File: src/rtl/vga_pkg.sv
// Shared constants and types for the VGA video-RAM path.
// Frame geometry, bus widths, grant encoding and the write-request record.
package vga_pkg;
    localparam int H_RES        = 640;
    localparam int V_RES        = 480;
    localparam int FRAME_PIXELS = H_RES * V_RES;
    localparam int ADDR_W       = 19;
    localparam int DATA_W       = 8;

    typedef enum logic [1:0] {
        GNT_NONE,
        GNT_READ,
        GNT_WRITE
    } grant_t;

    typedef struct packed {
        logic [ADDR_W-1:0] addr;
        logic [DATA_W-1:0] data;
    } wr_req_t;
endpackage

File: src/rtl/vga_wr_fifo.sv
// 4-deep write-request FIFO carrying {addr, data}.
// Latency: an entry pushed at t is visible at the head from t+1 (no bypass).
// Backpressure: push ignored when full; full/empty come from registered occupancy.
module vga_wr_fifo
    import vga_pkg::*;
(
    input  logic    clk_50MHz,
    input  logic    clear,
    input  logic    push,
    input  wr_req_t push_dat,
    input  logic    pop,
    output wr_req_t pop_dat,
    output logic    full,
    output logic    empty
);
    wr_req_t    slots [4];
    logic [1:0] wr_ptr;
    logic [1:0] rd_ptr;
    logic [2:0] count;
    logic       push_ok;
    logic       pop_ok;

    assign full    = (count == 3'd4);
    assign empty   = (count == 3'd0);
    assign push_ok = push && !full;
    assign pop_ok  = pop && !empty;
    assign pop_dat = slots[rd_ptr];

    always_ff @(posedge clk_50MHz) begin
        if (push_ok)
            slots[wr_ptr] <= push_dat;
    end

    always_ff @(posedge clk_50MHz) begin
        if (clear) begin
            wr_ptr <= '0;
            rd_ptr <= '0;
            count  <= '0;
        end else begin
            if (push_ok)
                wr_ptr <= wr_ptr + 2'd1;
            if (pop_ok)
                rd_ptr <= rd_ptr + 2'd1;
            count <= count + 3'(push_ok) - 3'(pop_ok);
        end
    end
endmodule

File: src/rtl/vga_vram_arbiter.sv
// Arbitrates single-port VRAM between display pixel fetch and buffered drawing writes.
// Latency: read pix_en -> pix_valid 3 clocks; write handshake -> mem_we 2 clocks minimum.
// Backpressure: wr_ready drops when the 4-entry FIFO is full or clear is high; reads never stall.
module vga_vram_arbiter
    import vga_pkg::*;
(
    input  logic              clk_50MHz,
    input  logic              clear,
    input  logic              pix_en,
    input  logic [9:0]        h_count,
    input  logic [9:0]        v_count,
    input  logic              bright,
    input  logic              wr_valid,
    input  logic [ADDR_W-1:0] wr_addr,
    input  logic [DATA_W-1:0] wr_data,
    output logic              wr_ready,
    output logic              wr_err,
    output logic              mem_en,
    output logic              mem_we,
    output logic [ADDR_W-1:0] mem_addr,
    output logic [DATA_W-1:0] mem_wdata,
    input  logic [DATA_W-1:0] mem_rdata,
    output logic [DATA_W-1:0] pix_data,
    output logic              pix_valid,
    output logic              frame_start
);
    grant_t            gnt;
    wr_req_t           head;
    logic              fifo_full;
    logic              fifo_empty;
    logic              push;
    logic              frame_sync;
    logic              in_range;
    logic [ADDR_W-1:0] rd_addr;
    logic [ADDR_W-1:0] rd_cur;
    logic              tag_issue;
    logic              tag_data;

    assign wr_ready   = !fifo_full && !clear;
    assign push       = wr_valid && wr_ready;
    assign frame_sync = pix_en && (h_count == 10'd0) && (v_count == 10'd0);
    // A read landing on the frame-sync pixel fetches address 0, not the stale counter.
    assign rd_cur     = frame_sync ? '0 : rd_addr;
    assign in_range   = head.addr < ADDR_W'(FRAME_PIXELS);

    always_comb begin
        gnt = GNT_NONE;
        if (pix_en && bright)
            gnt = GNT_READ;
        else if (!fifo_empty)
            gnt = GNT_WRITE;
    end

    vga_wr_fifo u_wr_fifo (
        .clk_50MHz (clk_50MHz),
        .clear     (clear),
        .push      (push),
        .push_dat  ('{addr: wr_addr, data: wr_data}),
        .pop       (gnt == GNT_WRITE),
        .pop_dat   (head),
        .full      (fifo_full),
        .empty     (fifo_empty)
    );

    always_ff @(posedge clk_50MHz) begin
        if (clear) begin
            mem_en      <= 1'b0;
            mem_we      <= 1'b0;
            mem_addr    <= '0;
            mem_wdata   <= '0;
            wr_err      <= 1'b0;
            frame_start <= 1'b0;
            pix_data    <= '0;
            pix_valid   <= 1'b0;
            rd_addr     <= '0;
            tag_issue   <= 1'b0;
            tag_data    <= 1'b0;
        end else begin
            mem_en      <= 1'b0;
            mem_we      <= 1'b0;
            wr_err      <= 1'b0;
            frame_start <= frame_sync;
            tag_issue   <= 1'b0;
            tag_data    <= tag_issue;
            pix_valid   <= tag_data;
            if (tag_data)
                pix_data <= mem_rdata;

            case (gnt)
                GNT_READ: begin
                    mem_en    <= 1'b1;
                    mem_addr  <= rd_cur;
                    tag_issue <= 1'b1;
                    rd_addr   <= (rd_cur == ADDR_W'(FRAME_PIXELS - 1)) ? '0 : rd_cur + ADDR_W'(1);
                end
                GNT_WRITE: begin
                    // Out-of-range requests are consumed but never reach the RAM.
                    if (in_range) begin
                        mem_en    <= 1'b1;
                        mem_we    <= 1'b1;
                        mem_addr  <= head.addr;
                        mem_wdata <= head.data;
                    end else begin
                        wr_err <= 1'b1;
                    end
                end
                default: ;
            endcase

            if (frame_sync && gnt != GNT_READ)
                rd_addr <= '0;
        end
    end
endmodule
File: config.mk
export PLATFORM = sky130hd
export DESIGN_NAME = vga_vram_arbiter
export DESIGN_NICKNAME = d
export VERILOG_FILES = /design/src/rtl/vga_pkg.sv /design/src/rtl/vga_wr_fifo.sv /design/src/rtl/vga_vram_arbiter.sv
export SDC_FILE = /design/constraint.sdc
export NUM_CORES = 1
export LEC_CHECK = 0
export CORE_MARGIN = 2
export CORE_UTILIZATION = 30
export DETAILED_ROUTE_END_ITERATION = 8
export SLEW_MARGIN = 30
export SYNTH_ARGS = -nofsm -noshare
export SYNTH_HDL_FRONTEND = slang
export SYNTH_SLANG_ARGS = --single-unit
File: constraint.sdc
create_clock -name clk_50MHz -period 5.6 [get_ports clk_50MHz]
set_clock_uncertainty 0.1 [all_clocks]
set_input_delay 0.56 -clock clk_50MHz [delete_from_list [all_inputs] [get_ports clk_50MHz]]
set_output_delay 0.56 -clock clk_50MHz [all_outputs]
set_load 0.02 [all_outputs]
==> impl_metrics.json, run 1 <==
{
  "status": "complete, no violations",
  "grt_overflow_total": 0,
  "synthArstFlopShare_pct": 0,
  "power_switching_mw": 1.348,
  "synth_top_family_by_area": "simple AND/OR/NAND/NOR gates",
  "io_pins": 101,
  "rsz0062_at_grt": "false",
  "tns_ps": 0,
  "cts_buffers": 17,
  "fin_nets": 672,
  "reg2reg_setup_slack_ps": 2860,
  "worst_pin_slew_ps": 903.7,
  "vias": 4571,
  "setup_viol": 0,
  "layout_commonest_cell": "edfxtp_1",
  "cp-end-kind": "flip-flop",
  "pwr-share-comb_pct": 30.7,
  "synth_top_area_share_pct": 44.06,
  "power_mw": 4.185,
  "power_frac_clock_pct": 29.4,
  "post_cts_buffers": 0,
  "synth_ff_type": "edfxtp_1",
  "avgSynthCellArea_um2": 14.63,
  "dp_cells": 909,
  "clk_latency_ps": 420,
  "cp.arrival_ps": 3490,
  "synth_edf_count": 108,
  "fp.dieArea_um2": 25810,
  "remaining_drc_errors": 0,
  "die_x_um": 160.6,
  "maxCapViolCount": 0,
  "syn_area_um2": 7361,
  "mostFrequentLayoutCells": "edfxtp_1, clkdlybuf4s50_1, dfxtp_1, nor2_1, mux4_2",
  "grt_pass1_vias": 4758,
  "required_ps": 5840,
  "clock.fmax_ghz": 0.3080,
  "synth_xor_area_share_pct": 1.190,
  "hold_viol_final": 0,
  "yosysTopAreaCell": "edfxtp_1",
  "hold_path_class": "flip-flop to flip-flop",
  "drive_gt1_share_pct": 17.83,
  "leakage_nw": 3.047,
  "syn-num-nets": 571,
  "finalNonFillerCells": 942,
  "synth_cell_types": 56,
  "grt_pass1_wl_mm": 26.49,
  "grt_max_degree": 59,
  "core_um2": 24180,
  "row_count": 57,
  "wirelength_mm": 16.80,
  "htreeDepth": 4,
  "cts_buffer_depth": 2,
  "buffer_ports.inserted": 100,
  "clock-sinks": 178,
  "timing.rr.end": "mem_addr[10]",
  "area_growth_pct": 26.64,
  "synthSimpleGateAreaFrac_pct": 12.22,
  "p_sw_share_pct": 32.21,
  "cts_hold_buf": 0,
  "irDropWorstVdd_mv": 0.1832,
  "synth-compound-area-share_pct": 9.264,
  "cp-start-kind": "primary input",
  "p_per_area_nw_per_um2": 449.0,
  "cell_internal_pwr_mw": 2.837,
  "p_seq_share_pct": 39.9,
  "cts_tree": "yes",
  "post-route-min-period_ps": 3247,
  "yosysSeqAreaShare_pct": 63.10,
  "worstSetupPathType": "primary input to flip-flop",
  "worst_r2r_path_depth": 6,
  "hpwl_mm": 11.03,
  "clkTransAtPathRegs_ps": 70,
  "cts_resized": 0,
  "hp-start": "tag_issue",
  "ys_top_cells_by_area": "edfxtp_1, dfxtp_1, mux4_2",
  "synth.area.mux_share_pct": 10.44,
  "slew_headroom_pct": 39.35,
  "antenna_found_initial": 0,
  "dpl_worst_slack_ps": 1968,
  "min_to": "tag_data",
  "routabilityCongestion": 0.8068,
  "worstPathMaxFanout": 12,
  "synthAdderAreaFrac_pct": 1.462,
  "min_path_cells": 1,
  "slew_violations": 0,
  "ys_warn_count": 0,
  "ys_ff_latch": 178,
  "nFillCells": 2263,
  "fin_ws_ps": 2353,
  "routed_via_density": 4.852,
  "clock-root-buffer": "clkbuf_16",
  "postRouteAntennaNets": 0,
  "initial_core_util_pct": 30.45,
  "track_usage_pct": 13.43,
  "syn_inst": 503,
  "die_y_um": 160.6,
  "drt_iter0_markers": 308,
  "dr.pass1.iters": 4,
  "wl_per_cell_um": 17.84,
  "fin_crit_sh_pct": 57.98
}
==> through the flow <==
step / util, % / instance area, um^2 / hold slack (ps)
6_report: 38.56 / 9321 / 336.6
5_1_grt: 38.54 / 9319 / 365.9
4_1_cts: 38.54 / 9319 / 340.7
3_5_place_dp: 35.98 / 8700 / 327.2
3_3_place_gp: 35.91 / 8682 / 328.2
2_1_floorplan: - / 7361 / 313.8
==> critical path, stage by stage <==
cell and delay (ps):
clkdlybuf4s50_1 440, nor2b_1 170, nand4_1 220, or2_1 410
and2_1 190, ha_1 260, nand3_1 140, nor3_2 490
o2111ai_1 210, o21bai_1 200, a21oi_1 190
==> per-layer routing <==
| metal | vias to the layer above | GRT usage, % | wire (um) |
|---|---|---|---|
| met4 | 0 | 4.750 | 170 |
| li1 | 2161 | - | - |
| met5 | - | 0 | 0 |
| met1 | 2297 | 16.75 | 7434 |
| met2 | 97 | 22.41 | 8376 |
| met3 | 16 | 3.771 | 822 |
==> synth_stat cells, types with 4 or more instances <==
cell type / instances
xor2_1: 5
o21ai_0: 5
mux4_2: 27
edfxtp_1: 108
o31ai_1: 4
o211ai_1: 6
mux2i_1: 16
dfxtp_1: 70
a221oi_2: 18
nor2b_1: 22
nor2_1: 40
xnor2_1: 5
inv_1: 8
nand4_1: 11
clkbuf_1: 12
buf_2: 7
nor3_1: 10
ha_1: 7
nand2_1: 16
a21oi_1: 18
nor3_2: 12
and3_1: 6
nand3_1: 8
o21ai_1: 4
and2_1: 5
buf_6: 4
==> how the worst max path moves through the flow <==
stage               startpoint           to  slack (ps)
finish                  pix_en  rd_addr[16]        2350
global route            pix_en   rd_addr[1]        2120
CTS                 h_count[5]  rd_addr[18]        2420
detailed placement  h_count[5]  rd_addr[18]        1970
global placement        pix_en   rd_addr[7]        2130
floorplan           h_count[0]  rd_addr[18]        2750
==> registers in the layout, summed over array words and instances, names as in the netlist, 2 cells and up, named ones only <==
name              cells
u_wr_fifo.slots     108
mem_addr             19
rd_addr              19
mem_wdata             8
pix_data              8
u_wr_fifo.count       3
u_wr_fifo.rd_ptr      2
u_wr_fifo.wr_ptr      2
==> power groups by stage <==
stage / logic (mW) / clock network, mW / registers (mW)
floorplan: 0.834 / 0 / 1.74
global placement: 1.27 / 0 / 1.70
detailed placement: 1.30 / 0 / 1.71
CTS: 1.30 / 1.26 / 1.68
global route: 1.39 / 1.32 / 1.70
finish: 1.28 / 1.23 / 1.67
==> final cells by class <==
| type | instances | area, um^2 | share of cell area, % |
|---|---|---|---|
| repair buffers | 109 | 1071 | 11.49 |
| flip-flops and latches | 178 | 4648 | 49.87 |
| well taps | 324 | 405.4 | 4.349 |
| diodes | 1 | 2.502 | 0.02685 |
| clock inverters | 15 | 193.9 | 2.081 |
| multi-input cells | 290 | 2545 | 27.30 |
| inverters | 8 | 30.03 | 0.3221 |
| clock buffers | 17 | 425.4 | 4.564 |
==> kinds of logic (layout without fill, tap and decap cells) <==
family,Yosys count,after routing
fa+ha+maj,8,8
flops,178,178
buf+inv,35,149
compound gates,75,75
simple gates,154,154
other cells,0,1
xor+xnor,10,10
mux,43,43
Power figures use the tool's default switching activity.
==> run 2, diff against run 1 <==
==> constraint.sdc (replaced) <==
create_clock -name clk_50MHz -period 2.7 [get_ports clk_50MHz]
set_clock_uncertainty 0.1 [all_clocks]
set_input_delay 0.27 -clock clk_50MHz [delete_from_list [all_inputs] [get_ports clk_50MHz]]
set_output_delay 0.27 -clock clk_50MHz [all_outputs]
set_load 0.02 [all_outputs]
==> impl_metrics.json, run 2 (same netlist as run 1, synthesis figures left out) <==
{
  "wirelength_mm": 16.35,
  "worstSetupPathType": "primary input to flip-flop",
  "htreeDepth": 4,
  "top_regs": "u_wr_fifo.slots (108), mem_addr (19), rd_addr (19)",
  "cp-end-kind": "flip-flop",
  "fp.dieArea_um2": 25810,
  "hold_viol_final": 0,
  "row_count": 57,
  "worst_pin_slew_ps": 790.8,
  "layout_commonest_cell": "edfxtp_1",
  "dp_cells": 931,
  "fin_crit_sh_pct": 88.97,
  "tns_ps": 0,
  "slew_violations": 0,
  "worstPathMaxFanout": 8,
  "cp-start-kind": "primary input",
  "finalNonFillerCells": 964,
  "mostFrequentLayoutCells": "edfxtp_1, clkdlybuf4s50_1, dfxtp_1, nor2_1, buf_4",
  "dr.pass1.iters": 4,
  "remaining_drc_errors": 0,
  "hpwl_mm": 11.22,
  "area_growth_pct": 28.90,
  "grt_overflow_total": 0,
  "wl_met3_mm": 1.036,
  "status": "complete, no violations",
  "dpl_worst_slack_ps": -117.6,
  "die_y_um": 160.6,
  "fin_nets": 694,
  "wl_per_cell_um": 16.96,
  "cts_hold_buf": 0,
  "drive_gt1_share_pct": 20.66,
  "die_x_um": 160.6,
  "core_um2": 24180,
  "cp.arrival_ps": 2590,
  "grt_pass1_vias": 4827,
  "fin_area_um2": 9488,
  "clkTransAtPathRegs_ps": 80,
  "grt_pass1_wl_mm": 25.96,
  "routabilityCongestion": 0.8503,
  "clock-root-buffer": "clkbuf_16",
  "leakage_nw": 3.158,
  "dr_wl_met2_mm": 8.195,
  "p_per_area_nw_per_um2": 911.5,
  "antenna_found_initial": 2,
  "power_mw": 8.648,
  "irDropWorstVdd_mv": 0.4283,
  "setup_viol": 0,
  "drt_iter0_markers": 296,
  "post_cts_buffers": 0,
  "initial_core_util_pct": 30.45,
  "postRouteAntennaNets": 0,
  "vias": 4620,
  "hold_ws_ps": 337.6,
  "crit_path_start": "h_count[4]",
  "required_ps": 2880,
  "final_util_pct": 39.24,
  "track_usage_pct": 12.98,
  "cts_buffer_depth": 2,
  "io_pins": 101,
  "cts_tree": "yes",
  "wl_met1_mm": 6.873,
  "hold_path_class": "flip-flop to flip-flop",
  "rsz0062_at_grt": "false",
  "slew_headroom_pct": 47.16,
  "cts_buffers": 17,
  "highest_layer": "met5",
  "maxCapViolCount": 0,
  "buffer_ports.inserted": 100,
  "clock.fmax_ghz": 0.4163,
  "post-route-min-period_ps": 2402,
  "clk_latency_ps": 430,
  "largest_register_ff_count": 108,
  "fin_ws_ps": 297.9,
  "hp-start": "tag_issue",
  "cts_resized": 0,
  "clock-sinks": 178,
  "routed_via_density": 4.793,
  "grt_max_degree": 59,
  "place_area_um2": 8867,
  "top_register": "u_wr_fifo.slots"
}
[run 2: cell type report]
cell class / instances / area, um^2
fillers: 2236 / 14690
clock buffers: 17 / 425.4
clock inverters: 15 / 192.7
inverters: 8 / 30.03
flip-flops and latches: 178 / 4646
diodes: 1 / 2.502
multi-input cells: 290 / 2545
well taps: 324 / 405.4
repair buffers: 131 / 1241
[run 2: routing by layer]
layer | vias to the layer above | GRT usage, %
met2 | 124 | 22.41
li1 | 2197 | -
met4 | 2 | 4.505
met5 | - | 0
met1 | 2276 | 15.15
met3 | 21 | 4.313
[run 2: critical path, cell delays in order]
cell and delay (ps):
clkdlybuf4s50_1 480, nor4_2 60, buf_4 130, nand4_1 110, o21ai_0 120, inv_1 90
ha_1 210, nand3_1 140, nor3_2 450, nand2_1 220, o211ai_1 220, a21oi_1 90
[run 2: path summary, 6_finish.rpt]
kind                   to  slack (ps)  depth (start not counted)
max            rd_addr[1]         300                         12
min              tag_data         340                          1
max reg2reg  mem_addr[12]         390                          6
min reg2reg      tag_data         340                          1
[run 2: power breakdown]
group	internal (mW)	leakage (nW)	switching [mW]	total, mW
Combinational	1.33	1.31	1.45	2.78
Clock	1.26	0.293	1.20	2.46
Sequential	3.20	1.55	0.209	3.41
